### src/rtl/stack_sequencer.sv
`default_nettype none
// ============================================================================
// Module   : stack_sequencer
// Purpose  : Opcode-driven push/pop controller for a small LIFO with
//            overflow/underflow rejection and occupancy tracking.
// Revision : 1.0
// ============================================================================
module stack_sequencer #(
  parameter int WIDTH = 16,
  parameter int DEPTH = 4,
  parameter int CW    = $clog2(DEPTH + 1)
) (
  input  logic             clock,
  input  logic             reset,
  input  logic             cmd_valid,
  output logic             cmd_ready,
  input  logic [2:0]       cmd_op,
  input  logic [WIDTH-1:0] cmd_data,
  output logic             stk_push,
  output logic             stk_pop,
  output logic [WIDTH-1:0] stk_wdata,
  input  logic [WIDTH-1:0] stk_rdata,
  output logic             done,
  output logic             err,
  output logic [CW-1:0]    depth
);

  localparam logic [2:0] OP_NOP  = 3'd0;
  localparam logic [2:0] OP_PUSH = 3'd1;
  localparam logic [2:0] OP_POP  = 3'd2;
  localparam logic [2:0] OP_DUP  = 3'd3;
  localparam logic [2:0] OP_ADD  = 3'd4;
  localparam logic [2:0] OP_SUB  = 3'd5;
  localparam logic [2:0] OP_AND  = 3'd6;
  localparam logic [2:0] OP_XOR  = 3'd7;

  localparam logic [CW-1:0] DEPTH_FULL = CW'(DEPTH);
  localparam logic [CW-1:0] DEPTH_ONE  = CW'(1);
  localparam logic [CW-1:0] DEPTH_TWO  = CW'(2);

  typedef enum logic [1:0] {
    S_IDLE  = 2'd0,
    S_POP_A = 2'd1,
    S_POP_B = 2'd2,
    S_PUSH  = 2'd3
  } state_t;

  state_t           state_q, state_d;
  logic [2:0]       op_q, op_d;
  logic [WIDTH-1:0] a_q, a_d;
  logic [WIDTH-1:0] b_q, b_d;
  logic [WIDTH-1:0] res_q, res_d;
  logic [CW-1:0]    depth_q, depth_d;
  logic             err_q, err_d;

  logic w_accept;
  logic w_empty;
  logic w_full;

  // Second-from-top is the left operand, so SUB yields b - a.
  function automatic logic [WIDTH-1:0] alu(input logic [2:0]       op,
                                           input logic [WIDTH-1:0] lhs,
                                           input logic [WIDTH-1:0] rhs);
    logic [WIDTH-1:0] r;
    case (op)
      OP_ADD:  r = lhs + rhs;
      OP_SUB:  r = lhs - rhs;
      OP_AND:  r = lhs & rhs;
      OP_XOR:  r = lhs ^ rhs;
      default: r = '0;
    endcase
    return r;
  endfunction

  assign w_accept = cmd_valid && (state_q == S_IDLE);
  assign w_empty  = (depth_q == '0);
  assign w_full   = (depth_q == DEPTH_FULL);

  always_comb begin
    state_d = state_q;
    op_d    = op_q;
    a_d     = a_q;
    b_d     = b_q;
    res_d   = res_q;
    depth_d = depth_q;
    err_d   = 1'b0;

    case (state_q)
      S_IDLE: begin
        if (w_accept) begin
          case (cmd_op)
            OP_NOP: begin
            end
            OP_PUSH: begin
              if (w_full) begin
                err_d = 1'b1;
              end else begin
                op_d    = cmd_op;
                res_d   = cmd_data;
                state_d = S_PUSH;
              end
            end
            OP_DUP: begin
              if (w_empty || w_full) begin
                err_d = 1'b1;
              end else begin
                op_d    = cmd_op;
                res_d   = stk_rdata;
                state_d = S_PUSH;
              end
            end
            OP_POP: begin
              if (w_empty) begin
                err_d = 1'b1;
              end else begin
                op_d    = cmd_op;
                state_d = S_POP_A;
              end
            end
            default: begin
              if (depth_q < DEPTH_TWO) begin
                err_d = 1'b1;
              end else begin
                op_d    = cmd_op;
                state_d = S_POP_A;
              end
            end
          endcase
        end
      end
      S_POP_A: begin
        a_d     = stk_rdata;
        depth_d = depth_q - DEPTH_ONE;
        state_d = (op_q == OP_POP) ? S_IDLE : S_POP_B;
      end
      S_POP_B: begin
        b_d     = stk_rdata;
        res_d   = alu(op_q, stk_rdata, a_q);
        depth_d = depth_q - DEPTH_ONE;
        state_d = S_PUSH;
      end
      S_PUSH: begin
        depth_d = depth_q + DEPTH_ONE;
        state_d = S_IDLE;
      end
      default: begin
        state_d = S_IDLE;
      end
    endcase
  end

  always_ff @(posedge clock) begin
    if (reset) begin
      state_q <= S_IDLE;
      op_q    <= OP_NOP;
      a_q     <= '0;
      b_q     <= '0;
      res_q   <= '0;
      depth_q <= '0;
      err_q   <= 1'b0;
    end else begin
      state_q <= state_d;
      op_q    <= op_d;
      a_q     <= a_d;
      b_q     <= b_d;
      res_q   <= res_d;
      depth_q <= depth_d;
      err_q   <= err_d;
    end
  end

  // All handshake and strobe outputs decode registered state only.
  assign cmd_ready = (state_q == S_IDLE);
  assign stk_push  = (state_q == S_PUSH);
  assign stk_pop   = (state_q == S_POP_A) || (state_q == S_POP_B);
  assign done      = (state_q == S_PUSH) || ((state_q == S_POP_A) && (op_q == OP_POP));
  assign stk_wdata = res_q;
  assign err       = err_q;
  assign depth     = depth_q;

endmodule
`default_nettype wire

### config.mk
export PLATFORM = sky130hd
export DESIGN_NAME = stack_sequencer
export DESIGN_NICKNAME = d
export VERILOG_FILES = /design/src/rtl/stack_sequencer.sv
export SDC_FILE = /design/constraint.sdc
export NUM_CORES = 1
export LEC_CHECK = 0
export CORE_UTILIZATION = 30
export CTS_CLUSTER_SIZE = 12
export DETAILED_ROUTE_END_ITERATION = 10
export PLACE_DENSITY = 0.54
export SKIP_CTS_REPAIR_TIMING = 1
export SLEW_MARGIN = 0
export SYNTH_ARGS = -nofsm -noshare
export SYNTH_HDL_FRONTEND = slang
export SYNTH_SLANG_ARGS = --single-unit
### constraint.sdc
create_clock -name clock -period 8.6 [get_ports clock]
set_clock_uncertainty 0.2 [all_clocks]
set_input_delay 1.72 -clock clock [delete_from_list [all_inputs] [get_ports clock]]
set_output_delay 1.72 -clock clock [all_outputs]
set_load 0.05 [all_outputs]
# After elaboration in Yosys (flattened, before gate mapping)
# Index checks and enable logic that the tools add are counted.
# W data, S select, Z words.
# classes
order_cmp,1
n_bitwise,5
eq_ne,23
mux,25
add_sub_neg,4
reduce_logical,15
# op_table
op,n
$pmux W16 S2,2
$pmux W16 S4,1
$mux W16,3
$add A16 B16 Y16,1
$and A16 B16 Y16,1
$pmux W2 S4,2
$sub A16 B16 Y16,1
$xor A16 B16 Y16,1
$eq A3 B3 Y1 const B,5
$mux W2,6
$mux W3,4
$pmux W3 S4,1
$eq A3 B2 Y1 const B,3
$ne A3 B3 Y1 const B,3
$ne A2 B2 Y1 const B,4
$reduce_and A7 Y1,1
$logic_not A3 Y1,2
$pmux W3 S2,1
$reduce_and A6 Y1,1
$ne A5 B2 Y1 const B,1
$reduce_and A5 Y1,1
$eq A2 B2 Y1 const B,2
$mux W1,4
$ne A4 B1 Y1 const B,1
other kinds (15),21
# totals
regBits,41
wordCells,79
in_bits,38

# Longest topological paths before layout
# Gate-level depths: netlist of the first run.
# depth
depth_word,6
ltp_mapped,14
depth_no_buf,14

# Worst setup path after synthesis of the first run
# OpenSTA, ideal clock, no wires.
# synth_timing
path_kind,register to output
from,register state_q[1]
to,output port done
path_buffers,2
t_required_ps,6680
t_arrival_ps,2571
path_stages_with_launch,7
setup_slack_ps,4109
path_cell_list,dfxtp_1 -> inv_1 -> ha_1 -> clkbuf_1 -> buf_1 -> inv_1 -> o21ai_0
# synth_via
elab_chain_cells,3
elab_cells_between_ends,4
cone_classes,2 x eq/ne; 2 x reduce/logical
# synth_lines
item,line_no,rtl
start: declaration,48,"state_t state_q, state_d;"
start signal: assignment,162,state_q <= state_d;
$eq A2 B1 Y1,176,assign done = (state_q == S_PUSH) || ((state_q == S_POP_A) && (op_q == OP_POP));
$logic_and A1 B1 Y1,176,
$logic_or A1 B1 Y1 *,176,
end: declaration,23,"output logic done,"
# Mark *: on every way between the ends. The rest lies on a longest branch, timed or not.

# Worst setup path in the final report of the first run
# layout_timing
from,register op_q[1]
to,output port done
# layout_via
elab_chain_cells,3
# layout_lines
item,line_no,rtl
start: declaration,49,"logic [2:0] op_q, op_d;"
start signal: assignment,163,op_q <= op_d;
$eq A3 B2 Y1,176,
$logic_and A1 B1 Y1,176,
$logic_or A1 B1 Y1,176,
# Every way passes these cells.

==> results of run 1 <==
-- worst min-delay path, delay by kind of cell (launching register included) --
family           cells  cell delay [ns]
and+or+nand+nor      2             0.14
DFF                  1             0.31
-- cell usage in the layout (no fill, tap or decap), types with 3 or more instances in the layout --
master / count
sky130_fd_sc_hd__a31oi_1: 7
sky130_fd_sc_hd__nand2b_1: 3
sky130_fd_sc_hd__nor2b_1: 6
sky130_fd_sc_hd__xor2_1: 9
sky130_fd_sc_hd__a21oi_1: 29
sky130_fd_sc_hd__o21ai_0: 22
sky130_fd_sc_hd__a311oi_1: 3
sky130_fd_sc_hd__clkbuf_16: 5
sky130_fd_sc_hd__o22ai_1: 3
sky130_fd_sc_hd__nand2_1: 26
sky130_fd_sc_hd__and3_1: 3
sky130_fd_sc_hd__nor3_1: 12
sky130_fd_sc_hd__or4_1: 3
sky130_fd_sc_hd__ha_1: 37
sky130_fd_sc_hd__inv_1: 12
sky130_fd_sc_hd__clkdlybuf4s50_1: 61
sky130_fd_sc_hd__buf_4: 5
sky130_fd_sc_hd__o21a_1: 3
sky130_fd_sc_hd__mux2i_1: 51
sky130_fd_sc_hd__nor2_1: 58
sky130_fd_sc_hd__o31ai_1: 3
sky130_fd_sc_hd__dfxtp_1: 41
sky130_fd_sc_hd__a211o_1: 3
sky130_fd_sc_hd__a21o_1: 6
sky130_fd_sc_hd__o221ai_1: 7
sky130_fd_sc_hd__xnor2_1: 18
sky130_fd_sc_hd__o22a_1: 5
sky130_fd_sc_hd__a211oi_1: 5
-- layer usage --
metal | track usage (%) | vias to the layer above
met3 | 1.956 | 4
met2 | 30.10 | 75
li1 | - | 1630
met5 | 0 | -
met4 | 4.190 | 0
met1 | 24.21 | 1544
-- state kept, by name, summed over array words and instances (netlist names) --
name       count
a_q           16
depth          3
stk_wdata     16
op_q           3
state_q        2
err            1
-- final cells by class --
| cell class | instances | share of cell area (%) |
|---|---|---|
| well taps | 140 | 3.971 |
| repair buffers | 66 | 14.69 |
| multi-input cells | 347 | 57.71 |
| flip-flops and latches | 41 | 18.60 |
| clock inverters | 2 | 0.8508 |
| clock buffers | 6 | 3.148 |
| inverters | 12 | 1.021 |
-- how the worst max path moves through the flow --
stage | end | from
floorplan | done | state_q[1]
global placement | stk_wdata[12] | stk_rdata[4]
detailed placement | stk_wdata[12] | stk_rdata[4]
CTS | done | op_q[1]
global route | done | op_q[1]
finish | done | op_q[1]
-- kinds of logic (layout without fill, tap and decap cells) --
kind of cell / Yosys count / after routing / share of synthesized area (%)
fa+ha+maj: 39 / 39 / 14.47
flops: 41 / 41 / 23.61
simple gates: 124 / 124 / 16.95
mux: 53 / 53 / 15.33
xor+xnor: 27 / 27 / 6.801
buf+inv: 30 / 86 / 3.274
compound gates: 104 / 104 / 19.58
-- power groups by stage --
stage	clock network, mW	registers [mW]	logic, mW
2_1_floorplan	0	0.339	0.776
3_3_place_gp	0	0.290	1.06
3_5_place_dp	0	0.292	1.06
4_1_cts	0.232	0.287	1.07
5_1_grt	0.240	0.296	1.19
6_report	0.225	0.287	1.08
-- through the flow --
step	hold WS [ns]	util [%]	instance area, um^2
after floorplan	0.3075	-	3477
after global placement	0.2806	38.23	4235
after detailed placement	0.2823	38.23	4235
after CTS	0.2950	39.82	4412
after global routing	0.3041	39.82	4412
final	0.2948	39.82	4412
==> metrics.md, run 1 <==
| Metric | Value |
|---|---|
| Routed length on met3 | `402 um` |
| Max-cap violation count | `0` |
| Status | `completed` |
| Routed met1 length | `4911 um` |
| Area taken by multi-input logic gates | `2546 um^2` |
| Total iterations of the first detailed-routing run | `4` |
| Hold Path Origin | `stk_wdata[11]` |
| Register cell area after layout | `820.8 um^2` |
| Detailed-route wire length | `10080 um` |
| Nature of the critical path endpoint | `primary output` |
| Top routing layer in use | `met4` |
| Fin. max-slew vios | `0` |
| Total via count in the routed design | `3253` |
| Required arrival time at the worst endpoint | `6.68 ns` |
| Bufs on Longest Clock Path | `2` |
| Setup ws final | `4.259 ns` |
| Min-Delay Path Depth | `2` |
| Most common flop cell mapped by yosys | `sky130_fd_sc_hd__dfxtp_1` |
| Instance count of the mapped netlist | `418` |
| Library cell contributing the largest single delay on the critical path | `sky130_fd_sc_hd__clkdlybuf4s50_1` |
| Internal Pwr Total | `840.7 uW` |
| Filler cell count in the final layout | `1146` |
| Post-synthesis sequential area ratio | `23.61%` |
| CP arrival | `2.42 ns` |
| Total length of routed met2 wires | `4706 um` |
| Core Region | `11080 um^2` |
| Chip Width | `109.7 um` |
| Number of flip-flops and latches in the synthesized netlist | `41` |
| Antenna violations before repair | `0` |
| Setup slack of the worst register-to-register path | `4.60 ns` |
| Clock tree from TritonCTS | `yes` |
| Nets | `550` |
| Global-route wire length before repair | `16570 um` |
| Part of the power in registers | `18.1%` |
| Hold violation count in the final report | `0` |
| Number of H-tree levels | `2` |
| Depth of the most critical reg-to-reg path | `13` |
| Library cell used as clock root buffer | `sky130_fd_sc_hd__clkbuf_16` |
| Final total power | `1.589 mW` |
| Number of logic stages on the critical path including buffering | `4` |
| Biggest area consumer among synthesized cells | `sky130_fd_sc_hd__dfxtp_1` |
| Synth top area cells | `sky130_fd_sc_hd__dfxtp_1, sky130_fd_sc_hd__mux2i_1, sky130_fd_sc_hd__ha_1, sky130_fd_sc_hd__nor2_1, sky130_fd_sc_hd__xnor2_1` |
| Remaining Overflow, GRT | `0` |
| Setup repair after global routing missed its margin | `false` |
| Post-synth top cells | `sky130_fd_sc_hd__nor2_1, sky130_fd_sc_hd__mux2i_1, sky130_fd_sc_hd__dfxtp_1, sky130_fd_sc_hd__ha_1, sky130_fd_sc_hd__a21oi_1` |
| Residual DRC count | `0` |
| Combinational share of power | `67.7%` |
| Area share of the largest cell type after synthesis | `23.61%` |
| Critical path buffer and inverter count | `1` |
| Worst-case vdd ir drop | `0.1249 mV` |
| Tmin final | `4.341 ns` |
| Number of top-level design ports | `62` |
| CP delay by family, top | `buffers and inverters` |
| Ys Warns | `0` |
| Worst Setup Start Kind | `register` |
| Initial standard-cell utilization of the core | `31.39%` |
| Hold WC Path Type | `register to register` |
| Worst setup slack after placement | `4.081 ns` |
| Sw frac | `47.09%` |
| Post-route setup TNS | `0 ns` |
| Reg-to-reg startpoint | `op_q[0]` |
| Fraction of final layout cells with drive strength greater than 1 | `4.219%` |
| # rows | `38` |
| Post-synth ARST share | `0%` |
| FF-to-FF End | `stk_wdata[15]` |
| Psw | `748.2 uW` |
| Largest net degree at the start of global routing | `42` |
| Number of global-route vias before repair | `3227` |
| Setup violators final | `0` |
| Ordered list of cells on the worst path | `nor2b_1, nand2_1, o21ai_0, clkdlybuf4s50_1` |
| Average vias per placed instance | `5.298` |
| Fraction of the cycle the final worst path needs | `50.48%` |
| Port bufs | `61` |
| Avg Synthesized Cell Area | `8.318 um^2` |
| 1st-iter DRT viols | `127` |
| Post-synth EDFFs | `0` |
| Global Route Usage Sum | `17.82%` |
| Count of nets left with antenna violations after detail routing | `0` |
| Leakage | `1.790 nW` |
| Number of diodes | `0` |
| P&R area growth vs syn | `26.88%` |
| FMAX | `0.2304 GHz` |
| Count of cell types in the netlist | `45` |
| Weighted congestion reported at the end of routability-driven placement | `0.8597` |
| Post-layout instance count excluding filler cells | `614` |
| Clock insertion delay at the later pin of the skew report | `0.29 ns` |
| Total die area | `12030 um^2` |
| Largest fanout of any net on the critical path | `19` |
| Worst-case headroom to the max-slew limit | `30.30%` |
| Clock-pin slew on the worst setup and hold paths | `0.07 ns` |
| Library cell with the highest instance count after synthesis | `sky130_fd_sc_hd__nor2_1` |
| Power Density | `360.1 nW/um^2` |
| Total placed cells including tap cells | `606` |
| Final HPWL DP | `7511 um` |
| Worst stage delay on the critical path | `0.83 ns` |
| Routed length per placed instance | `16.42 um` |
| Part of the total power dissipated in the clock network | `14.2%` |
| Die Y | `109.7 um` |
| Total clock buffers created by CTS | `5` |
| Slew of the pin with the lowest slew margin | `1.043 ns` |
| Sink Count | `41` |
| Synthesized cell area | `3477 um^2` |
| Mapped Nets | `495` |
| Crit path kind | `register to primary output` |
| Hold Path Sink | `stk_wdata[11]` |
(Power assumes the default switching activity.)
==> run 2: changes to the inputs <==
- clock period: 8.6 -> 4.3 ns (I/O delays scaled with it)
==> run 2 against run 1 <==
Against the previous run: sequential power is 96% higher; final cell count is 0.49% higher; first-iteration DRC count is 38% higher; sequential share of layout area is 0.058 points lower; via count hardly changed; cell area is 0.31% higher; register-to-register slack worse by 3.8 ns; critical endpoint is now stk_wdata[15]; wire length is 0.60% lower; highest routed layer unchanged; sequential cell count stayed put; hold slack worse by 0.0021 ns; power is 98% higher; largest cell class unchanged; largest power group unchanged; utilization is 0.12 points higher.
==> metrics.md, run 2 (synthesis gave the netlist of run 1 again) <==
| Metric | Value |
|---|---|
| Die Y | `109.7 um (unchanged)` |
| Post-place instance area | `4265 um^2 (was 4235 um^2)` |
| Antenna violations before repair | `0 (unchanged)` |
| Port bufs | `61 (unchanged)` |
| Detailed-route wire length | `10020 um (was 10080 um)` |
| Average vias per placed instance | `5.269 (was 5.298)` |
| Total via count in the routed design | `3251 (was 3253)` |
| Status | `completed (unchanged)` |
| Post-layout instance count excluding filler cells | `617 (was 614)` |
| Core Region | `11080 um^2 (unchanged)` |
| Global Route Usage Sum | `17.65% (was 17.82%)` |
| Final total power | `3.146 mW (was 1.589 mW)` |
| Fin. max-slew vios | `0 (unchanged)` |
| Largest fanout of any net on the critical path | `7 (was 19)` |
| Total iterations of the first detailed-routing run | `4 (unchanged)` |
| Setup repair after global routing missed its margin | `false (unchanged)` |
| Min-Delay Path Depth | `2 (unchanged)` |
| Internal Pwr Total | `1.663 mW (was 840.7 uW)` |
| Remaining Overflow, GRT | `0 (unchanged)` |
| Psw | `1.483 mW (was 748.2 uW)` |
| Total placed cells including tap cells | `610 (was 606)` |
| Nets | `554 (was 550)` |
| Nature of the critical path endpoint | `register (was primary output)` |
| Global-route wire length before repair | `16220 um (was 16570 um)` |
| Hold violation count in the final report | `0 (unchanged)` |
| Part of the total power dissipated in the clock network | `13.4% (was 14.2%)` |
| Setup slack of the worst register-to-register path | `0.76 ns (was 4.60 ns)` |
| Worst setup slack after placement | `0.6114 ns (was 4.081 ns)` |
| Setup violators final | `0 (unchanged)` |
| Clock-pin slew on the worst setup and hold paths | `0.06 ns (was 0.07 ns)` |
| Final HPWL DP | `7476 um (was 7511 um)` |
| Hold Path Sink | `stk_wdata[13] (was stk_wdata[11])` |
| Reg-to-reg startpoint | `a_q[2] (was op_q[0])` |
| Final design utilization | `39.95% (was 39.82%)` |
| 1st-iter DRT viols | `175 (was 127)` |
| Number of global-route vias before repair | `3116 (was 3227)` |
| Slew of the pin with the lowest slew margin | `0.8251 ns (was 1.043 ns)` |
| CP arrival | `3.54 ns (was 2.42 ns)` |
| Total clock buffers created by CTS | `5 (unchanged)` |
| Clock tree from TritonCTS | `yes (unchanged)` |
| Hold Path Origin | `stk_wdata[13] (was stk_wdata[11])` |
| Leakage | `1.805 nW (was 1.790 nW)` |
| Initial standard-cell utilization of the core | `31.39% (unchanged)` |
| Combinational share of power | `68.8% (was 67.7%)` |
| Depth of the most critical reg-to-reg path | `12 (was 13)` |
| Crit path kind | `register to register (was register to primary output)` |
| Hold WC Path Type | `register to register (unchanged)` |
| Part of the power in registers | `17.9% (was 18.1%)` |
| P&R area growth vs syn | `27.28% (was 26.88%)` |
| Routed length per placed instance | `16.24 um (was 16.42 um)` |
| Number of H-tree levels | `2 (unchanged)` |
| Worst hold margin | `0.2927 ns (was 0.2948 ns)` |
| Worst Setup Start Kind | `register (unchanged)` |
| Largest net degree at the start of global routing | `42 (unchanged)` |
| FF-to-FF End | `stk_wdata[15] (unchanged)` |
| Tmin final | `3.543 ns` |
| Clock insertion delay at the later pin of the skew report | `0.28 ns (was 0.29 ns)` |
| Sink Count | `41 (unchanged)` |
| Max-cap violation count | `0 (unchanged)` |
| FMAX | `0.2822 GHz` |
| Worst-case headroom to the max-slew limit | `44.99% (was 30.30%)` |
| Residual DRC count | `0 (unchanged)` |
| Count of nets left with antenna violations after detail routing | `0 (unchanged)` |
| Number of diodes | `0 (unchanged)` |
| Cell area after layout | `4425 um^2 (was 4412 um^2)` |
| Fraction of final layout cells with drive strength greater than 1 | `4.822% (was 4.219%)` |
| Most common cell after layout, fill and taps aside | `sky130_fd_sc_hd__clkdlybuf4s50_1 (unchanged)` |
| Required arrival time at the worst endpoint | `4.29 ns (was 6.68 ns)` |
| Weighted congestion reported at the end of routability-driven placement | `0.8564 (was 0.8597)` |
| Power Density | `710.9 nW/um^2 (was 360.1 nW/um^2)` |
| Total die area | `12030 um^2 (unchanged)` |
| Commonest non-fill, non-tap cells in the layout | `sky130_fd_sc_hd__clkdlybuf4s50_1, sky130_fd_sc_hd__nor2_1, sky130_fd_sc_hd__mux2i_1 (unchanged)` |
| # rows | `38 (unchanged)` |
| Number of top-level design ports | `62 (unchanged)` |
| Sw frac | `47.14% (was 47.09%)` |
| Chip Width | `109.7 um (unchanged)` |
| Worst-case vdd ir drop | `0.2477 mV (was 0.1249 mV)` |
| Post-route setup TNS | `0 ns (unchanged)` |
| Fraction of the cycle the final worst path needs | `82.40%` |
| Library cell used as clock root buffer | `sky130_fd_sc_hd__clkbuf_16 (unchanged)` |
| Setup ws final | `0.7566 ns (was 4.259 ns)` |
| Bufs on Longest Clock Path | `2 (unchanged)` |
==> run 2: cell count changes in the layout (fill, tap and decap cells not counted), sizes merged <==
cell and delta:
clkbuf -1, buf +4, clkinv +1, clkinvlp -1
==> run 2: layer usage <==
layer | track usage (%) | up-vias | routed length (um)
li1 | - | 1638 | -
met1 | 24.24 | 1526 | 4938
met2 | 28.62 | 77 | 4518
met3 | 2.845 | 10 | 432
met4 | 4.476 | 0 | 129
met5 | 0 | - | 0
==> run 2: area by class of cell <==
cell class                      instances  area (um^2)
Tap cell                              140        175.2
Clock inverter                          2        35.03
Fill cell                            1156         6653
Multi-Input combinational cell        347         2546
Clock buffer                            5        125.1
Inverter                               12        45.04
Sequential cell                        41        820.8
Timing Repair Buffer                   70        678.2
==> run 2: worst max path at each step <==
stage	depth (start not counted)	endpoint	startpoint	slack, ns
floorplan	6	done	state_q[1]	0.67
global placement	9	stk_wdata[12]	stk_rdata[4]	0.64
detailed placement	9	stk_wdata[12]	stk_rdata[4]	0.61
CTS	12	stk_wdata[15]	a_q[2]	0.77
global route	12	stk_wdata[15]	a_q[2]	0.54
finish	12	stk_wdata[15]	a_q[2]	0.76
==> run 2: power groups by stage <==
stage | clock [mW] | combinational (mW) | sequential (mW)
after global placement | 0 | 2.13 | 0.569
after global routing | 0.450 | 2.42 | 0.577
after CTS | 0.439 | 2.16 | 0.563
after floorplan | 0 | 1.55 | 0.678
after detailed placement | 0 | 2.14 | 0.571
final | 0.420 | 2.16 | 0.562
==> run 2: worst max-delay path, cell delays in order, from the launching register on <==
cell,delay (ns)
sky130_fd_sc_hd__dfxtp_1,0.40
sky130_fd_sc_hd__nor4_4,0.47
sky130_fd_sc_hd__a21oi_1,0.17
sky130_fd_sc_hd__a21oi_1,0.28
sky130_fd_sc_hd__xor2_1,0.12
sky130_fd_sc_hd__ha_1,0.39
sky130_fd_sc_hd__and3_1,0.24
sky130_fd_sc_hd__nand2_1,0.09
sky130_fd_sc_hd__a211oi_1,0.28
sky130_fd_sc_hd__o211ai_1,0.15
sky130_fd_sc_hd__a21o_1,0.18
sky130_fd_sc_hd__a211o_1,0.25
sky130_fd_sc_hd__a311oi_1,0.24
